**config.mk**
```make
export PLATFORM = sky130hd
export DESIGN_NAME = gpio_master
export DESIGN_NICKNAME = d
export VERILOG_FILES = /design/src/rtl/gpio_pkg.sv /design/src/rtl/gpio_master.sv
export SDC_FILE = /design/constraint.sdc
export NUM_CORES = 1
export LEC_CHECK = 0
export ABC_AREA = 1
export BUFFER_PORTS_ARGS = -buffer_cell sky130_fd_sc_hd__buf_4
export CORE_UTILIZATION = 58
export CTS_CLUSTER_DIAMETER = 30
export DETAILED_ROUTE_END_ITERATION = 12
export GPL_TIMING_DRIVEN = 0
export PLACE_DENSITY = 0.91
export SLEW_MARGIN = 20
export SYNTH_ARGS = -nofsm -noshare
export SYNTH_HDL_FRONTEND = slang
export SYNTH_SLANG_ARGS = --single-unit
```
**constraint.sdc**
```tcl
create_clock -name clk -period 9 [get_ports clk]
set_clock_uncertainty 0.15 [all_clocks]
set_input_delay 1.8 -clock clk [delete_from_list [all_inputs] [get_ports clk]]
set_output_delay 1.8 -clock clk [all_outputs]
set_load 0.05 [all_outputs]
```
**src/rtl/gpio_pkg.sv**
```systemverilog
// Shared definitions for the GPIO bus initiator: command codes,
// GPIO register map and controller state encoding.
package gpio_pkg;

    typedef enum logic [1:0] {
        OP_WRITE = 2'd0,
        OP_READ  = 2'd1,
        OP_POLL  = 2'd2,
        OP_RSVD  = 2'd3
    } op_e;

    localparam logic [1:0] GPIO_IN1  = 2'd0;
    localparam logic [1:0] GPIO_IN2  = 2'd1;
    localparam logic [1:0] GPIO_OUT1 = 2'd2;
    localparam logic [1:0] GPIO_OUT2 = 2'd3;

    typedef enum logic [1:0] {
        S_IDLE   = 2'd0,
        S_ACCESS = 2'd1,
        S_POLL   = 2'd2,
        S_RESP   = 2'd3
    } state_e;

    // Only the two output registers accept writes.
    function automatic logic addr_writable(input logic [1:0] a);
        return (a == GPIO_OUT1) || (a == GPIO_OUT2);
    endfunction

endpackage

```
**src/rtl/gpio_master.sv**
```systemverilog
// Command-driven bus initiator for the GPIO slave port: executes WRITE,
// READ and POLL-until-match commands and returns data plus error status.
module gpio_master
    import gpio_pkg::*;
#(
    parameter int unsigned TMO_W = 16
) (
    input  logic             clk,
    input  logic             rst,
    input  logic             req_valid,
    output logic             req_ready,
    input  logic [1:0]       req_op,
    input  logic [1:0]       req_addr,
    input  logic [31:0]      req_wdata,
    input  logic [31:0]      req_mask,
    input  logic [TMO_W-1:0] req_tmo,
    output logic             resp_valid,
    input  logic             resp_ready,
    output logic [31:0]      resp_rdata,
    output logic             resp_err,
    output logic [1:0]       gpio_A,
    output logic             gpio_WE,
    output logic [31:0]      gpio_WD,
    input  logic [31:0]      gpio_RD
);

    state_e           state_q, state_d;
    op_e              op_q, op_d;
    logic [31:0]      wdata_q, wdata_d;
    logic [31:0]      mask_q, mask_d;
    logic [TMO_W-1:0] tmo_q, tmo_d;
    logic [TMO_W-1:0] cnt_q, cnt_d;
    logic [31:0]      rdata_q, rdata_d;
    logic             err_q, err_d;
    logic [1:0]       a_q, a_d;
    logic [31:0]      wd_q, wd_d;

    op_e  req_op_e;
    logic req_illegal;
    logic poll_match;
    logic poll_last;

    assign req_op_e    = op_e'(req_op);
    assign req_illegal = (req_op_e == OP_RSVD) ||
                         ((req_op_e == OP_WRITE) && !addr_writable(req_addr));
    assign poll_match  = ((gpio_RD ^ wdata_q) & mask_q) == '0;
    assign poll_last   = (cnt_q == tmo_q);

    // State register with asynchronous reset to IDLE.
    always_ff @(posedge clk or posedge rst) begin
        if (rst) state_q <= S_IDLE;
        else     state_q <= state_d;
    end

    // Next-state selection.
    always_comb begin
        state_d = state_q;
        unique case (state_q)
            S_IDLE: begin
                if (req_valid) begin
                    if (req_illegal)               state_d = S_RESP;
                    else if (req_op_e == OP_POLL)  state_d = S_POLL;
                    else                           state_d = S_ACCESS;
                end
            end
            S_ACCESS: state_d = S_RESP;
            S_POLL:   if (poll_match || poll_last) state_d = S_RESP;
            S_RESP:   if (resp_ready) state_d = S_IDLE;
            default:  state_d = S_IDLE;
        endcase
    end

    // Handshake and write strobe decoded from registered state only.
    always_comb begin
        req_ready  = (state_q == S_IDLE);
        resp_valid = (state_q == S_RESP);
        gpio_WE    = (state_q == S_ACCESS) && (op_q == OP_WRITE);
    end

    // Datapath next values: request latch, poll counter, response capture.
    // The bus address/data registers are loaded at accept so they are
    // already valid during ACCESS/POLL and otherwise keep their last value.
    always_comb begin
        op_d    = op_q;
        wdata_d = wdata_q;
        mask_d  = mask_q;
        tmo_d   = tmo_q;
        cnt_d   = cnt_q;
        rdata_d = rdata_q;
        err_d   = err_q;
        a_d     = a_q;
        wd_d    = wd_q;
        unique case (state_q)
            S_IDLE: begin
                if (req_valid) begin
                    op_d    = req_op_e;
                    wdata_d = req_wdata;
                    mask_d  = req_mask;
                    tmo_d   = req_tmo;
                    cnt_d   = '0;
                    if (req_illegal) begin
                        rdata_d = '0;
                        err_d   = 1'b1;
                    end else begin
                        a_d = req_addr;
                        if (req_op_e != OP_POLL) wd_d = req_wdata;
                    end
                end
            end
            S_ACCESS: begin
                rdata_d = gpio_RD;
                err_d   = 1'b0;
            end
            S_POLL: begin
                if (poll_match) begin
                    rdata_d = gpio_RD;
                    err_d   = 1'b0;
                end else if (poll_last) begin
                    rdata_d = gpio_RD;
                    err_d   = 1'b1;
                end else begin
                    cnt_d = cnt_q + 1'b1;
                end
            end
            default: ;
        endcase
    end

    // Datapath registers.
    always_ff @(posedge clk or posedge rst) begin
        if (rst) begin
            op_q    <= OP_WRITE;
            wdata_q <= '0;
            mask_q  <= '0;
            tmo_q   <= '0;
            cnt_q   <= '0;
            rdata_q <= '0;
            err_q   <= 1'b0;
            a_q     <= '0;
            wd_q    <= '0;
        end else begin
            op_q    <= op_d;
            wdata_q <= wdata_d;
            mask_q  <= mask_d;
            tmo_q   <= tmo_d;
            cnt_q   <= cnt_d;
            rdata_q <= rdata_d;
            err_q   <= err_d;
            a_q     <= a_d;
            wd_q    <= wd_d;
        end
    end

    assign resp_rdata = rdata_q;
    assign resp_err   = err_q;
    assign gpio_A     = a_q;
    assign gpio_WD    = wd_q;

endmodule

```
== Word level (Yosys, flattened, before mapping) ==
Index checks and enable logic that the tools add are counted.

* Shift-type cells: 0
* Div/mod/pow operators: 0
* Bitwise operators: 3
* Equality and inequality tests: 16
* Magnitude comparators: 0
* Muxes and demuxes: 20
* Reductions and logical operators: 18
* $mul: 0
* $add $sub $neg: 1

{| class="wikitable"
|+ Operators by type and width
! kind !! number
|-
| 2-to-1 mux 32 bit || 4
|-
| case mux 32 bit (3 select lines) || 1
|-
| 2-to-1 mux 16 bit || 3
|-
| AND 32 bit || 1
|-
| logical NOT 32 bit || 1
|-
| case mux 16 bit (2 select lines) || 1
|-
| XOR 32 bit || 1
|-
| adder 16 x 1 -> 16 bit, second input constant || 1
|-
| equality test 16 bit || 1
|-
| equality test 2 bit, second input constant || 6
|-
| AND reduction 4 bit || 3
|-
| 2-to-1 mux 2 bit || 5
|-
| inequality test 2 bit, second input constant || 5
|-
| case mux 2 bit (4 select lines) || 1
|-
| logical NOT 2 bit || 3
|-
| AND reduction 3 bit || 2
|-
| 2-to-1 mux 1 bit || 4
|-
| inequality test 2 x 1 -> 1 bit, second input constant || 2
|-
| logical OR 1 bit || 3
|-
| inequality test 3 bit, second input constant || 1
|-
| case mux 1 bit (3 select lines) || 1
|-
| nonzero test 3 bit || 1
|-
| equality test 2 x 1 -> 1 bit, second input constant || 1
|-
| logical AND 1 bit || 2
|-
| 4 further kinds || 4
|}

* Bits in latches: 0
* Word-level logic and storage cells: 68
* Bits in writable memories: 0
* Input port bits: 120
* Register bits after elaboration: 167
* ROM bits: 0
* Output and inout bits: 70
* Memories: 0

== Logic depth before layout (Yosys ltp) ==
Gate-level depths: netlist of run 1.

* Depth in word-level cells: 8
* Gate-level depth with buffers: 14
* Gate-level depth less buffers: 12

== Least setup slack after synthesis of run 1 ==
OpenSTA, ideal clock, no wires.

* Path type: reg2out
* Start point: reg state_q[1]
* End point: out gpio_WE
* Stages on the path, launching flop included: 5
* Arrival time: 1674 ps
* Setup slack: 5376 ps
* Path buffers: 0
* Required time: 7050 ps
* Path through: dfrtp_1 > inv_1 > ha_1 > inv_1 > nor3_1

* Longest elaborated chain between the ends: 2

{| class="wikitable"
|+ RTL lines
! item !! line !! RTL
|-
| start: declaration || gpio_master.sv:27 || <nowiki>state_e state_q, state_d;</nowiki>
|-
| start signal: assignment || gpio_master.sv:52 || <nowiki>else state_q <= state_d;</nowiki>
|-
| equality test 2 x 1 -> 1 bit || gpio_master.sv:77 || <nowiki>gpio_WE = (state_q == S_ACCESS) && (op_q == OP_WRITE);</nowiki>
|-
| logical AND 1 bit || gpio_master.sv:77 ||
|-
| end: declaration || gpio_master.sv:22 || <nowiki>output logic gpio_WE,</nowiki>
|}

Every way passes these cells.

== Final worst setup path of run 1 ==
Same ends and word-level chain as after synthesis.

==> results.py, run 1 <==
metrics = {
    "run_status": {
        "status": "finished, final reports clean",
    },
    "finish": {
        "regArea_um2": 4179,
        "layout_common_cells": "nand2_1, buf_4, dfrtp_1, inv_1, o21ai_0",
        "final_common_cell": "nand2_1",
        "finalNonFillerCells": 1277,
        "n_fill_cell": 827,
        "nets": 1218,
        "syn_to_final_growth_pct": 29.42,
        "drive_gt1_share_pct": 28.33,
        "n_antenna_cell": 0,
        "multi_input_area_um2": 2999,
    },
    "routing": {
        "first_pass_iters": 5,
        "wl_um": 22500,
        "via_per_inst": 5.389,
        "drcViolationCount": 0,
        "drtIter0Drc": 494,
        "wl_per_cell_um": 17.62,
        "vias": 6882,
        "drtAntennaViolNets": 0,
    },
    "sta": {
        "worst_pin_slew_ns": 0.6905,
        "clock.fmax_ghz": 0.2885,
        "rsz0062_at_grt": "no",
        "maxSlewViolCount": 0,
        "slew_headroom_pct": 53.96,
        "fin_tns_setup_ns": 0,
        "whs_ns": 0.3396,
        "finalCritPeriodShare_pct": 38.51,
        "min_period_ns": 3.466,
        "setup_viol": 0,
        "finalHoldViolCount": 0,
    },
    "run": {
        "drv_cap": 0,
    },
    "clock_tree": {
        "cts_buffers": 17,
        "htree_num_levels": 4,
        "cts_tree": "built",
        "clock-sinks": 167,
        "cts_root_buf": "clkbuf_16",
        "clock_latency_ns": 0.43,
        "cts_hold_buf": 0,
        "clkTransAtPathRegs_ns": 0.07,
        "cts_resized": 0,
        "post_cts.repair.setup_buffers": 0,
        "ctsLongestPathBuffers": 2,
    },
    "pwr": {
        "max-vdd-ir-drop_v": 0.0002829,
        "power_leakage_uw": 0.005165,
        "power_density_nw_per_um2": 388.4,
        "switching_power_uw": 1755,
        "share_comb_of_total_power_pct": 47.3,
        "power_frac_clock_pct": 19.9,
        "internal-power_uw": 2164,
        "p_sw_share_pct": 44.79,
        "seq_power_share_pct": 32.8,
    },
    "setup_path": {
        "start_kind": "flop",
        "cp-endpoint": "gpio_WE",
        "critical_path.top_delay_family": "flip-flops",
        "crit_type": "flop to output port",
        "rrSetupSlack_ns": 6.38,
        "critPathArrivalTime_ns": 1.52,
        "crit_start": "state_q[1]",
        "critical_path_depth": 5,
        "path_common_cell": "inv_1",
        "worstPathCellList": "inv_1, ha_1, inv_1, nor3_1, buf_4",
        "rr_startpoint": "state_q[0]",
        "r2r_cells": 7,
        "cp_slowest_cell": "dfrtp_1",
        "cp_max_fo": 4,
        "r2r-end": "gpio_WD[25]",
        "slowest_delay_ns": 0.41,
        "path_buf_inv": 3,
        "worst_setup_path_end_kind": "output port",
        "critPathRequiredTime_ns": 7.05,
    },
    "global_route": {
        "grt_max_degree": 110,
        "use_met2_pct": 56.73,
        "met1_usage_pct": 39.96,
        "top_usage_layer": "met2",
        "grt_pass1_vias": 6884,
        "globalRouteOverflowTotal": 0,
        "grt_pass1_wl_um": 35420,
        "grt_usage_pct": 33.49,
        "antenna_found_initial": 0,
        "grt.met3_usage_pct": 9.545,
    },
    "placed_design": {
        "io_buffer_count": 189,
        "dpl.cell_count": 1246,
        "dp_hpwl_um": 15930,
        "gp_congestion": 0.9146,
    },
    "floorplanning": {
        "num_io_pins": 190,
        "die_area_um2": 13910,
        "start_util_pct": 60.55,
        "fp.dieH_um": 117.9,
        "die_w_um": 117.9,
        "rows": 41,
        "core_area_um2": 12880,
    },
    "hold_path": {
        "hold_path.class": "flop to flop",
    },
    "yosys": {
        "yosys_warnings": 0,
        "yosysTopAreaCellShare_pct": 53.60,
        "ys_ff_latch": 167,
        "ys_types": 31,
        "syn_area_um2": 7796,
        "synth.area.top_cells": "dfrtp_1, nand2_1, mux2_2, inv_1, o21ai_0",
        "seq_area_frac_synth_pct": 53.60,
        "syn_area_per_cell_um2": 8.819,
        "yosysTopAreaCell": "dfrtp_1",
        "netlist_instances": 884,
        "synthesis.nets": 1009,
    },
}
layout make-up:
cell class,count,area share (%)
buffer,37,1.959
inverter,112,4.241
timing repair buffer,190,14.34
tap,172,2.133
clock inverter,14,1.972
sequential,167,41.42
clock buffer,17,4.216
multi-input combinational,568,29.72
worst min path at each step:
| stage | slack (ns) | depth (start not counted) | from | endpoint |
|---|---|---|---|---|
| floorplan | 0.30 | 2 | op_q[1] | op_q[1] |
| global placement | 0.32 | 2 | resp_rdata[30] | resp_rdata[30] |
| detailed placement | 0.32 | 2 | gpio_WD[1] | gpio_WD[1] |
| CTS | 0.34 | 2 | gpio_WD[1] | gpio_WD[1] |
| global route | 0.36 | 2 | resp_rdata[22] | resp_rdata[22] |
| finish | 0.34 | 2 | resp_rdata[28] | resp_rdata[28] |
power by group through the flow:
stage | registers, uW | logic [uW] | clock network, uW
after floorplan | 1690 | 838 | 0
after global placement | 1270 | 1770 | 0
after detailed placement | 1280 | 1840 | 0
after CTS | 1280 | 1860 | 784
after global routing | 1320 | 1980 | 814
final | 1290 | 1850 | 780
synth_stat cells (all sizes together):
master	count
a21oi	20
a22oi	13
a31o	1
buf	17
clkbuf	20
dfrtp	167
ha	5
inv	112
mux2	45
nand2	243
nand3	53
nand4	8
nor2	52
nor3	5
o21ai	96
or2	10
xnor2	9
xor2	8
per-layer routing:
| layer | vias up | part of all wire [%] |
|---|---|---|
| met3 | 64 | 7.8 |
| met1 | 3273 | 39 |
| met4 | 0 | 3.3 |
| met5 | - | 0 |
| li1 | 3226 | - |
| met2 | 319 | 50 |
registers in the layout, summed over array words and instances, names as in the netlist:
| register | flops |
|---|---|
| cnt_q | 16 |
| gpio_A | 2 |
| gpio_WD | 32 |
| mask_q | 32 |
| op_q | 2 |
| resp_err | 1 |
| resp_rdata | 32 |
| state_q | 2 |
| tmo_q | 16 |
| wdata_q | 32 |
metrics by stage:
stage	total power, uW	worst slack, ns	area [um^2]	util [%]
after global routing	4114	5.457	10090	78.36
after global placement	3038	0.8202	9430	73.24
after detailed placement	3119	5.271	9465	73.51
final	3919	5.534	10090	78.36
after floorplan	2528	2.532	7796	-
after CTS	3920	5.503	10090	78.36
kinds of logic after synthesis:
group | Yosys count | share of synthesized area (%)
muxes | 45 | 6.500
AOI/OAI and AO/OA | 130 | 9.533
and+or+nand+nor | 371 | 19.72
buffers and inverters | 149 | 7.928
DFF | 167 | 53.60
adders and majority gates | 5 | 0.8024
xor gates and xnor gates | 17 | 1.910
worst min-delay path: cells and delay by family (launching register included):
kind            cells  cell delay (ns)
compound gates      1             0.06
flops               1             0.34
simple gates        1             0.05
No activity file was read; power rests on OpenSTA's default activity.
==> inputs of run 2 (changes only) <==
--- a/config.mk
+++ b/config.mk
@@ -7,11 +7,11 @@
 export LEC_CHECK = 0
 export ABC_AREA = 1
 export BUFFER_PORTS_ARGS = -buffer_cell sky130_fd_sc_hd__buf_4
-export CORE_UTILIZATION = 58
+export CORE_UTILIZATION = 49
 export CTS_CLUSTER_DIAMETER = 30
 export DETAILED_ROUTE_END_ITERATION = 12
 export GPL_TIMING_DRIVEN = 0
-export PLACE_DENSITY = 0.91
+export PLACE_DENSITY = 0.82
 export SLEW_MARGIN = 20
 export SYNTH_ARGS = -nofsm -noshare
 export SYNTH_HDL_FRONTEND = slang
==> constraint.sdc (replaced) <==
create_clock -name clk -period 2.9 [get_ports clk]
set_clock_uncertainty 0.15 [all_clocks]
set_input_delay 0.58 -clock clk [delete_from_list [all_inputs] [get_ports clk]]
set_output_delay 0.58 -clock clk [all_outputs]
set_load 0.05 [all_outputs]
==> run 2 against run 1 <==
Count of clock-buffer cells in the layout is 1 higher; combinational power grew to 3.1 times the previous value; via count is 1.6% lower; flip-flop and latch count stayed put; sequential power grew to 3.1 times the previous value; worst hold slack worse by 0.11 ns; non-clock buffer count is 5 higher; die area is 18% higher; sequential share of layout area is 0.52 points lower; routed wire length is 2.9% lower; critical path type is now flop to flop; largest cell class unchanged.
==> results.py, run 2 (synthesized netlist as in run 1, its figures left out) <==
metrics = {
    "finish": {
        "multi_input_area_um2": 2999,
        "regArea_um2": 4179,
        "fin_util_pct": 66.47,
        "nets": 1223,
        "final_area_um2": 10220,
        "n_fill_cell": 1256,
        "final_common_cell": "nand2_1",
        "layout_common_cells": "nand2_1, buf_4, dfrtp_1, inv_1, o21ai_0",
        "syn_to_final_growth_pct": 31.05,
        "n_antenna_cell": 0,
        "drive_gt1_share_pct": 28.62,
    },
    "setup_path": {
        "critPathRequiredTime_ns": 3.10,
        "critPathArrivalTime_ns": 2.70,
        "crit_type": "flop to flop",
        "rrSetupSlack_ns": 0.41,
        "start_kind": "flop",
        "cp_max_fo": 10,
        "worst_setup_path_end_kind": "flop",
    },
    "routing": {
        "via_per_inst": 5.124,
        "wl_um": 21840,
        "drtAntennaViolNets": 0,
        "vias": 6774,
        "first_pass_iters": 5,
        "drtIter0Drc": 373,
        "drcViolationCount": 0,
        "wl_per_cell_um": 16.52,
    },
    "run_status": {
        "status": "finished, final reports clean",
    },
    "sta": {
        "slew_headroom_pct": 49.65,
        "worst_pin_slew_ns": 0.7553,
        "fin_tns_setup_ns": 0,
        "clock.fmax_ghz": 0.4010,
        "finalCritPeriodShare_pct": 86.00,
        "finalHoldViolCount": 0,
        "min_period_ns": 2.494,
        "maxSlewViolCount": 0,
        "setup_slack_ns": 0.4060,
        "rsz0062_at_grt": "no",
        "setup_viol": 0,
    },
    "clock_tree": {
        "ctsLongestPathBuffers": 2,
        "cts_root_buf": "clkbuf_16",
        "htree_num_levels": 4,
        "clkTransAtPathRegs_ns": 0.07,
        "cts_buffers": 17,
        "cts_tree": "built",
        "clock_latency_ns": 0.43,
        "clock-sinks": 167,
        "cts_resized": 0,
    },
    "global_route": {
        "grt_pass1_vias": 6813,
        "grt_usage_pct": 28.28,
        "globalRouteOverflowTotal": 0,
        "antenna_found_initial": 0,
        "grt_pass1_wl_um": 34670,
        "grt_max_degree": 36,
    },
    "floorplanning": {
        "num_io_pins": 190,
        "die_area_um2": 16420,
        "core_area_um2": 15370,
        "rows": 45,
        "die_w_um": 128.1,
        "start_util_pct": 50.72,
        "fp.dieH_um": 128.1,
    },
    "placed_design": {
        "io_buffer_count": 189,
        "pre_cts_slack_ns": 0.3660,
        "placed_area_um2": 9583,
        "gp_congestion": 0.8904,
        "dp_hpwl_um": 16040,
    },
    "pwr": {
        "power_leakage_uw": 0.005213,
        "max-vdd-ir-drop_v": 0.0006529,
        "power_density_nw_per_um2": 1184,
    },
    "run": {
        "drv_cap": 0,
    },
    "hold_path": {
        "hold_path.class": "primary input to flop",
    },
}
==> run 2: repair_timing <==
item | in CTS | in global routing
hold endpoints to repair | 1 | 0
hold buffers | 1 | 0
setup buffers | 0 | 0
==> run 2: cell type report <==
type,count,share of cell area [%]
Sequential cell,167,40.90
Multi-Input combinational cell,568,29.35
Timing Repair Buffer,195,14.96
Clock buffer,18,4.298
Inverter,112,4.151
Tap cell,211,2.584
Buffer,37,1.935
Clock inverter,14,1.812
==> run 2: critical path: stages, from the launching register on <==
cell and delay (ns):
dfrtp_1 0.41, inv_1 0.09, ha_1 0.26, nand2_1 0.17, clkbuf_1 0.34, clkbuf_1 0.63, nor2_1 0.16, a22oi_1 0.21
==> run 2: power by group <==
group	switching, uW	leakage (uW)	total [uW]	internal, uW
clock network	998	0.000309	2400	1400
registers	619	0.00204	3960	3340
logic	3810	0.00286	5740	1930
total	5420	0.00521	12100	6680
==> run 2: final timing paths <==
check / start / end / cells past startpoint
setup / recovery: state_q[0] / gpio_WD[21] / 7
hold / removal: req_tmo[10] / tmo_q[10] / 2
setup reg to reg: state_q[0] / gpio_WD[21] / 7
hold reg to reg: resp_rdata[0] / resp_rdata[0] / 2
max in group asynchronous: rst / resp_rdata[23] / 5
min in group asynchronous: rst / gpio_WD[4] / 3
==> run 2: stage by stage <==
stage | hold slack, ns | total power, uW | instances
after floorplan | 0.3043 | 7845 | 884
after global placement | 0.3195 | 9497 | 1284
after detailed placement | 0.3202 | 9703 | 1289
after CTS | 0.2174 | 12140 | 1322
after global routing | 0.2223 | 12800 | 1322
final | 0.2271 | 12100 | 1322
==> run 2: metal layers <==
layer	vias to the layer above	GRT usage [%]	wire length, um
li1	3242	-	-
met2	252	47.09	10700
met3	41	7.763	1611
met1	3239	34.79	8889
met5	-	0	0
met4	0	11.63	638
